`src/rtl/lz_hist_arb.sv`:
```
// History SRAM arbiter for the LZ copy engine: buffers writes in a small FIFO,
// prioritises reads with a bounded streak. Optional macro LZ_HIST_FWD_EN forwards hazard reads.
module lz_hist_arb #(
    parameter int AW           = 9,
    parameter int DW           = 4,
    parameter int WB_DEPTH     = 4,
    parameter int RD_BURST_MAX = 8
) (
    input  logic                      clk,
    input  logic                      rst_n,
    input  logic                      en,
    input  logic                      wr_vld,
    output logic                      wr_rdy,
    input  logic [AW-1:0]             wr_addr,
    input  logic [DW-1:0]             wr_data,
    input  logic                      rd_req,
    input  logic [AW-1:0]             rd_addr,
    output logic                      rd_gnt,
    output logic [DW-1:0]             rd_data,
    output logic                      rd_data_vld,
    output logic                      mem_ce,
    output logic                      mem_we,
    output logic [AW-1:0]             mem_addr,
    output logic [DW-1:0]             mem_wdata,
    input  logic [DW-1:0]             mem_rdata,
    output logic [$clog2(WB_DEPTH):0] wb_level,
    output logic                      busy
);
    localparam int PW = $clog2(WB_DEPTH);
    localparam int LW = PW + 1;
    localparam int SW = $clog2(RD_BURST_MAX + 1);
    localparam logic [LW-1:0] FULL_LVL   = LW'(WB_DEPTH);
    localparam logic [SW-1:0] STREAK_MAX = SW'(RD_BURST_MAX);

    logic [AW-1:0] wb_addr_q [WB_DEPTH];
    logic [AW-1:0] wb_addr_d [WB_DEPTH];
    logic [DW-1:0] wb_data_q [WB_DEPTH];
    logic [DW-1:0] wb_data_d [WB_DEPTH];
    logic [PW-1:0] rd_ptr_q, rd_ptr_d, wr_ptr_q, wr_ptr_d;
    logic [LW-1:0] count_q, count_d;
    logic [SW-1:0] streak_q, streak_d;
    logic          rd_vld_q, rd_vld_d;
    logic [DW-1:0] rd_hold_q, rd_hold_d;
    logic          mem_we_q, mem_we_d;
    logic [AW-1:0] mem_addr_q, mem_addr_d;
    logic [DW-1:0] mem_wdata_q, mem_wdata_d;
`ifdef LZ_HIST_FWD_EN
    logic          rd_fwd_q, rd_fwd_d;
    logic [DW-1:0] fwd_data_q, fwd_data_d;
    logic          fwd_s;
    logic [DW-1:0] fwd_val_s;
`endif
    logic live_s, full_s, nonempty_s, hit_s, drain_s, sram_rd_s, gnt_s, push_s;

    assign live_s     = en & rst_n;
    assign full_s     = (count_q == FULL_LVL);
    assign nonempty_s = (count_q != {LW{1'b0}});
    assign push_s     = wr_vld & wr_rdy;
    assign wr_rdy     = live_s & ~full_s;
    assign rd_gnt     = gnt_s;
    assign rd_data_vld = live_s & rd_vld_q;
    assign wb_level   = live_s ? count_q : {LW{1'b0}};
    assign busy       = live_s & (nonempty_s | rd_vld_q);

    // Hazard scan over entries present at cycle start; later (younger) matches win.
    always_comb begin
        logic [PW-1:0] idx;
        logic          match;
        idx   = rd_ptr_q;
        match = 1'b0;
        hit_s = 1'b0;
`ifdef LZ_HIST_FWD_EN
        fwd_val_s = {DW{1'b0}};
`endif
        for (int i = 0; i < WB_DEPTH; i++) begin
            idx   = rd_ptr_q + PW'(i);
            match = (LW'(i) < count_q) && (wb_addr_q[idx] == rd_addr);
            hit_s = hit_s | match;
`ifdef LZ_HIST_FWD_EN
            fwd_val_s = match ? wb_data_q[idx] : fwd_val_s;
`endif
        end
    end

    // Slot arbitration: forced drain, clean read, hazard handling, idle drain.
    always_comb begin
        drain_s   = 1'b0;
        sram_rd_s = 1'b0;
        gnt_s     = 1'b0;
`ifdef LZ_HIST_FWD_EN
        fwd_s     = 1'b0;
`endif
        if (!live_s) begin
            drain_s = 1'b0;
        end else if (full_s || (nonempty_s && (streak_q == STREAK_MAX))) begin
            drain_s = 1'b1;
        end else if (rd_req && !hit_s) begin
            gnt_s     = 1'b1;
            sram_rd_s = 1'b1;
        end else if (rd_req) begin
`ifdef LZ_HIST_FWD_EN
            gnt_s   = 1'b1;
            fwd_s   = 1'b1;
`endif
            drain_s = 1'b1;
        end else if (nonempty_s) begin
            drain_s = 1'b1;
        end else begin
            drain_s = 1'b0;
        end
    end

    // SRAM port; address/data/we hold their last values when idle.
    always_comb begin
        mem_ce    = drain_s | sram_rd_s;
        mem_we    = mem_we_q;
        mem_addr  = mem_addr_q;
        mem_wdata = mem_wdata_q;
        if (!live_s) begin
            mem_we    = 1'b0;
            mem_addr  = {AW{1'b0}};
            mem_wdata = {DW{1'b0}};
        end else if (drain_s) begin
            mem_we    = 1'b1;
            mem_addr  = wb_addr_q[rd_ptr_q];
            mem_wdata = wb_data_q[rd_ptr_q];
        end else if (sram_rd_s) begin
            mem_we   = 1'b0;
            mem_addr = rd_addr;
        end else begin
            mem_we = mem_we_q;
        end
    end

    // Read return mux with hold of the last delivered value.
    always_comb begin
        if (!live_s) begin
            rd_data = {DW{1'b0}};
        end else if (rd_vld_q) begin
`ifdef LZ_HIST_FWD_EN
            rd_data = rd_fwd_q ? fwd_data_q : mem_rdata;
`else
            rd_data = mem_rdata;
`endif
        end else begin
            rd_data = rd_hold_q;
        end
    end

    // Next-state for buffer, streak and read pipeline.
    always_comb begin
        wb_addr_d   = wb_addr_q;
        wb_data_d   = wb_data_q;
        rd_ptr_d    = rd_ptr_q;
        wr_ptr_d    = wr_ptr_q;
        count_d     = count_q;
        streak_d    = streak_q;
        rd_vld_d    = gnt_s;
        rd_hold_d   = rd_data;
        mem_we_d    = mem_we;
        mem_addr_d  = mem_addr;
        mem_wdata_d = mem_wdata;
`ifdef LZ_HIST_FWD_EN
        rd_fwd_d    = fwd_s;
        fwd_data_d  = fwd_s ? fwd_val_s : fwd_data_q;
`endif
        if (!live_s) begin
            rd_ptr_d = {PW{1'b0}};
            wr_ptr_d = {PW{1'b0}};
            count_d  = {LW{1'b0}};
            streak_d = {SW{1'b0}};
`ifdef LZ_HIST_FWD_EN
            fwd_data_d = {DW{1'b0}};
`endif
        end else begin
            if (push_s) begin
                wb_addr_d[wr_ptr_q] = wr_addr;
                wb_data_d[wr_ptr_q] = wr_data;
                wr_ptr_d            = wr_ptr_q + PW'(1);
            end else begin
                wr_ptr_d = wr_ptr_q;
            end
            if (drain_s) begin
                rd_ptr_d = rd_ptr_q + PW'(1);
            end else begin
                rd_ptr_d = rd_ptr_q;
            end
            case ({push_s, drain_s})
                2'b10:   count_d = count_q + LW'(1);
                2'b01:   count_d = count_q - LW'(1);
                default: count_d = count_q;
            endcase
            if (drain_s || !nonempty_s) begin
                streak_d = {SW{1'b0}};
            end else if (sram_rd_s && (streak_q != STREAK_MAX)) begin
                streak_d = streak_q + SW'(1);
            end else begin
                streak_d = streak_q;
            end
        end
    end

    // State registers.
    always_ff @(posedge clk or negedge rst_n) begin
        if (!rst_n) begin
            for (int i = 0; i < WB_DEPTH; i++) begin
                wb_addr_q[i] <= {AW{1'b0}};
                wb_data_q[i] <= {DW{1'b0}};
            end
            rd_ptr_q    <= {PW{1'b0}};
            wr_ptr_q    <= {PW{1'b0}};
            count_q     <= {LW{1'b0}};
            streak_q    <= {SW{1'b0}};
            rd_vld_q    <= 1'b0;
            rd_hold_q   <= {DW{1'b0}};
            mem_we_q    <= 1'b0;
            mem_addr_q  <= {AW{1'b0}};
            mem_wdata_q <= {DW{1'b0}};
`ifdef LZ_HIST_FWD_EN
            rd_fwd_q    <= 1'b0;
            fwd_data_q  <= {DW{1'b0}};
`endif
        end else begin
            wb_addr_q   <= wb_addr_d;
            wb_data_q   <= wb_data_d;
            rd_ptr_q    <= rd_ptr_d;
            wr_ptr_q    <= wr_ptr_d;
            count_q     <= count_d;
            streak_q    <= streak_d;
            rd_vld_q    <= rd_vld_d;
            rd_hold_q   <= rd_hold_d;
            mem_we_q    <= mem_we_d;
            mem_addr_q  <= mem_addr_d;
            mem_wdata_q <= mem_wdata_d;
`ifdef LZ_HIST_FWD_EN
            rd_fwd_q    <= rd_fwd_d;
            fwd_data_q  <= fwd_data_d;
`endif
        end
    end
endmodule

```
`config.mk`:
```
export PLATFORM = sky130hd
export DESIGN_NAME = lz_hist_arb
export DESIGN_NICKNAME = d
export VERILOG_FILES = /design/src/rtl/lz_hist_arb.sv
export SDC_FILE = /design/constraint.sdc
export NUM_CORES = 1
export LEC_CHECK = 0
export BUFFER_PORTS_ARGS = -buffer_cell sky130_fd_sc_hd__buf_2
export CAP_MARGIN = 0
export CORE_UTILIZATION = 25
export CTS_CLUSTER_DIAMETER = 150
export CTS_CLUSTER_SIZE = 16
export DETAILED_ROUTE_END_ITERATION = 16
export GPL_TIMING_DRIVEN = 0
export PLACE_DENSITY = 0.44
export SYNTH_ARGS = -nofsm -noshare
export SYNTH_HDL_FRONTEND = slang
export SYNTH_SLANG_ARGS = --single-unit
```
`constraint.sdc`:
```
create_clock -name clk -period 4.08 [get_ports clk]
set_clock_uncertainty 0.15 [all_clocks]
set_input_delay 0.816 -clock clk [delete_from_list [all_inputs] [get_ports clk]]
set_output_delay 0.816 -clock clk [all_outputs]
set_load 0.02 [all_outputs]
```
---- After elaboration in Yosys (flattened, before gate mapping) ----
Cells that the tools add are included.
word-level totals
  bits in registers ....................... 82
  output and inout bits ................... 26
  input port bits ......................... 31
  word-level logic and storage cells ...... 126
operators by class
  $add $sub $neg .......................... 7
  magnitude comparators ................... 10
  bitwise logic cells ..................... 16
  eq/ne operators ......................... 13
  mux-type cells .......................... 49
  reduce and logical (&&, ||, !) cells .... 14
operators with widths
  operator               count
  $mux W9                12
  $bmux W9 S2            4
  $mux W4                10
  $bwmux W36             1
  $eq A9 B9 Y1           4
  $demux W9 S2           1
  $bwmux W16             1
  $ge A3 B3 Y1 const B   5
  $not A2 Y3             5
  $mux W1                11
  $bmux W4 S2            1
  $demux W4 S2           1
  $logic_and A1 B1 Y1    8
  $mux W2                4
  $lt A1 B3 Y1 const A   2
  $lt A2 B3 Y1 const A   2
  $mux W3                2
  $ne A3 B1 Y1 const B   2
  $pmux W3 S2            1
  $and A1 B1 Y1          5
  $or A1 B1 Y1           5
  $add A2 B1 Y2 const B  2
  $add A2 B2 Y2 const B  2
  $add A4 B1 Y4 const B  1
  14 further kinds       17

---- Depth between registers and ports, before layout ----
  depth in word-level cells ............... 19
  gate-level depth with buffers ........... 13

---- Worst setup path after synthesis ----
No wires, ideal clock.
  path type ............................... input to output
  start point ............................. input port rd_addr[2]
  end point ............................... output port mem_addr[6]
  cell stages on the path ................. 9
  path buffers ............................ 3
  slack ................................... -4 ps
  arrival time ............................ 3118 ps
  cells stage by stage .................... clkbuf_1 o22ai_1 a2111oi_0 a31oi_1 o41ai_2 nor3_2 buf_2 buf_2 a211oi_1
between the ends
  word-level cells in the longest chain between the ends .. 13
  elaborated cells on any way between the ends .. 22
RTL lines
  what                       line  text
  start: declaration         17    input logic [AW-1:0] rd_addr,
  $eq A9 B9 Y1               77    match = (LW'(i) < count_q) && (wb_addr_q[idx] == rd_addr);
  $logic_and A1 B1 Y1        77
  $or A1 B1 Y1 (2 in a row)  78    hit_s = hit_s | match;
  $or A1 B1 Y1 *             78
  $logic_not A1 Y1 *         97    end else if (rd_req && !hit_s) begin
  $logic_and A1 B1 Y1 *      97
  $mux W1                    97
  $mux W1                    95    end else if (full_s || (nonempty_s && (streak_q == STREAK_MAX))) begin
  $mux W1                    93    if (!live_s) begin
  $mux W9                    127   end else if (sram_rd_s) begin
  $mux W9 *                  123   end else if (drain_s) begin
  $mux W9 *                  119   if (!live_s) begin
  end: declaration           23    output logic [AW-1:0] mem_addr,
Every way passes the cells marked *; elsewhere a longest branch is shown, timed or not.

---- Worst setup path after layout ----
  start point ............................. register rd_ptr_q[1]
  end point ............................... output port rd_gnt
between the ends
  word-level cells in the longest chain between the ends .. 15
  elaborated cells on any way between the ends .. 35
RTL lines
  what                                        line  text
  start: declaration                          39    logic [PW-1:0] rd_ptr_q, rd_ptr_d, wr_ptr_q, wr_ptr_d;
  start signal: assignment                    210   rd_ptr_q <= {PW{1'b0}};
  start signal: assignment                    226   rd_ptr_q <= rd_ptr_d;
  $add A2 B1 Y2                               76    idx = rd_ptr_q + PW'(i);
  $not A2 Y3 (not written as such)            77
  $bmux W9 S2                                 77
  $mux W9 (not written as such) (2 in a row)  77
  $eq A9 B9 Y1                                77
  $logic_and A1 B1 Y1                         77
  $or A1 B1 Y1 (2 in a row)                   78
  $or A1 B1 Y1 *                              78
  $logic_not A1 Y1 *                          97
  $logic_and A1 B1 Y1 *                       97
  $mux W1 *                                   97
  $mux W1 *                                   95
  $mux W1 *                                   93
  end: declaration                            18    output logic rd_gnt,
Every way passes the cells marked *; elsewhere a longest branch is shown, timed or not. The select of a mux whose other input is x is not followed.

==> impl_metrics.ini <==
[run]
max_cap_viol_count = 0

[route]
wl_per_cell_um = 18.0
ant_nets = 0
vias = 3781
dr.pass1.iters = 4
totalWireLength_um = 14400
route.detailed.drc = 0
drtIter0Drc = 148
vias_per_cell = 4.73

[timing]
hold_viol_final = 0
maxSlewHeadroom_pct = 42.8
hold_slack_ns = 0.257
fin_ws_ns = -0.144
fmax_mhz = 237
setup_violations = 12
timing.final.crit_period_ns = 4.22
slew_viol_final = 0
fin_setup_tns_ns = -1.09
rsz0062_at_grt = yes
period_share_pct = 104
tightestPinTransition_ns = 0.850

[clock_network]
cts-root-buf = clkbuf_16
hold_buffers = 0
clock_latency_ns = 0.34
cts.clk_slew.worst_paths_ns = 0.06
clk_path_buf_depth = 2
cts_tree = yes
htree_levels = 3
cts_inserted_buffers = 9
clkSinkCount = 82

[setup_path]
setup.worst_path.start_class = flop
critPathRequiredTime_ns = 3.11
regToRegSetupSlack_ns = 0.85
timing.rr.end = streak_q[1]
critical_path_peak_fanout = 5
r2r-start = rd_ptr_q[1]
path_class = reg -> out
r2r_cells = 11
arrival_ns = 3.26
cp-end-kind = output pin

[placed_design]
dpl.hpwl_um = 10800
io_buffers = 48
place_congestion = 0.883
post-place-ws_ns = -0.279
placed_area_um2 = 5640

[run_status]
status = complete, but fails checks
violations = setup timing

[die]
placementRows = 51
coreArea_um2 = 19600
io-pin-count = 57
die_h_um = 144
die_area_um2 = 20700
start_util_pct = 25.7
die_w_um = 144

[yosys]
ys_seq_area_share_pct = 40.8
async_flop_share_pct = 100
synthCells = 449
synth_edf_count = 0
synth-seq-cells = 82
synth_cell_types = 51
syn_nets = 491
synth_flop_cell = dfrtp_1
netlist_area_um2 = 5030
synth_warnings = 0
synth_area_per_cell_um2 = 11.2

[global_route]
antenna_found_initial = 0
grtUsageTotal_pct = 14.7
grt_max_degree = 56
grt_pass1_vias = 3938
grt-ovfl-total = 0
grt_pass1_wl_um = 22500

[cells_and_area]
drive_gt1_share_pct = 40.0
postLayoutCellArea_um2 = 6510
diodes = 0
fillers = 1998
nets = 573
syn_to_final_growth_pct = 29.5

[pwr]
p_leak_uw = 0.00278
p_per_area_nw_per_um2 = 383
finalPower_uw = 2500
peakVddDrop_mv = 0.182

[hold_path]
hold_class = in -> async
synthesized netlist by cell type (3+ instances only):
cell type	count	share of area, %
a2111oi_0	3	0.52
a211oi_1	5	0.75
a21oi_1	23	2.3
buf_1	7	0.52
buf_2	7	0.70
buf_4	3	0.45
buf_6	3	0.67
clkbuf_1	11	0.82
dfrtp_1	82	41
ha_1	11	2.7
inv_1	9	0.67
mux2_2	57	13
mux2i_1	46	9.2
mux4_2	14	6.3
nand2_1	26	1.9
nand2b_1	3	0.37
nand3b_1	3	0.45
nor2_1	40	3.0
nor2b_1	4	0.50
nor3_1	6	0.60
nor4_1	3	0.37
o2111ai_1	3	0.52
o21ai_0	5	0.50
o22ai_1	4	0.50
xnor2_1	27	4.7
xor2_1	15	2.6
flip-flops by register name (all words and copies together), names as in the netlist, 2 cells and up:
| signal | count |
|---|---|
| wb_data_q | 16 |
| streak_q | 4 |
| wb_addr_q | 36 |
| mem_addr_q | 9 |
| rd_ptr_q | 2 |
| count_q | 3 |
| wr_ptr_q | 2 |
| rd_hold_q | 4 |
| mem_wdata_q | 4 |
placed cells by master (no fill, tap or decap), types with 5 or more instances in the layout:
cell type | synthesis | final
mux2i_4 | 0 | 7
xnor2_1 | 27 | 24
nor2_1 | 40 | 38
ha_1 | 11 | 11
buf_2 | 7 | 37
buf_12 | 0 | 5
mux2_2 | 57 | 57
mux4_2 | 14 | 14
buf_1 | 7 | 7
xor2_1 | 15 | 14
buf_4 | 3 | 29
clkbuf_16 | 0 | 11
clkbuf_1 | 11 | 10
inv_1 | 9 | 9
dfrtp_1 | 82 | 82
a21oi_1 | 23 | 16
a21oi_2 | 0 | 7
buf_6 | 3 | 8
nand2_1 | 26 | 26
o21ai_0 | 5 | 5
mux2i_1 | 46 | 36
logic make-up (layout without fill, tap and decap cells):
family / Yosys count / in the layout / synth area share [%]
DFF: 82 / 82 / 40.8
AOI/OAI and AO/OA: 56 / 56 / 7.54
muxes: 118 / 118 / 28.5
and+or+nand+nor: 98 / 98 / 9.18
adders and majority gates: 11 / 11 / 2.74
buffers and inverters: 42 / 128 / 4.00
xor gates and xnor gates: 42 / 42 / 7.31
critical path, stage by stage (launching register included):
cell	delay, ns
dfrtp_1	0.40
buf_8	0.15
clkbuf_16	0.17
buf_4	0.15
mux2i_4	0.19
xnor2_2	0.21
nor3_1	0.08
o211ai_1	0.33
o41ai_4	0.18
nor4_1	0.76
buf_2	0.30
metrics by stage:
step                      std cells  utilization, %
after detailed placement        763            28.8
after floorplan                 449               -
after CTS                       791            31.8
after global placement          762            28.6
final                           800            33.3
after global routing            800            33.3
routing by layer:
metal,GRT usage [%],part of all wire [%]
met5,0,0
met2,24.2,48
met3,3.40,3.2
met4,4.59,1.2
met1,18.9,47
how the worst max path moves through the flow:
stage | from | to | slack [ns] | cells after the start
6_report | rd_ptr_q[1] | rd_gnt | -0.14 | 10
5_1_grt | rd_addr[0] | mem_wdata[3] | -0.33 | 11
4_1_cts | rd_ptr_q[0] | mem_wdata[2] | -0.20 | 12
3_5_place_dp | rd_addr[2] | mem_addr[6] | -0.28 | 10
3_3_place_gp | rst_n | mem_wdata[3] | -0.96 | 6
2_1_floorplan | rd_addr[2] | mem_we | 0.08 | 9
cell type report:
class	instances	area, um2	share of cell area, %
Clock buffer	10	239	3.67
Multi-Input combinational cell	325	3030	46.5
Timing Repair Buffer	71	532	8.16
Inverter	10	37.5	0.576
Tap cell	265	332	5.09
Buffer	32	253	3.88
Sequential cell	82	2050	31.5
Clock inverter	5	41.3	0.634
what timing repair did:
item                       in CTS  in global routing
pin swaps                       7                  5
setup buffers                  13                  7
setup endpoints to repair      15                 15
resized for setup              52                 37
cloned                          0                  2
hold endpoints to repair        0                  0
power breakdown:
part	switching, uW	internal (uW)
sequential	95.3	910
clock	340	428
combinational	367	355
total	802	1690
(Power assumes the default switching activity.)
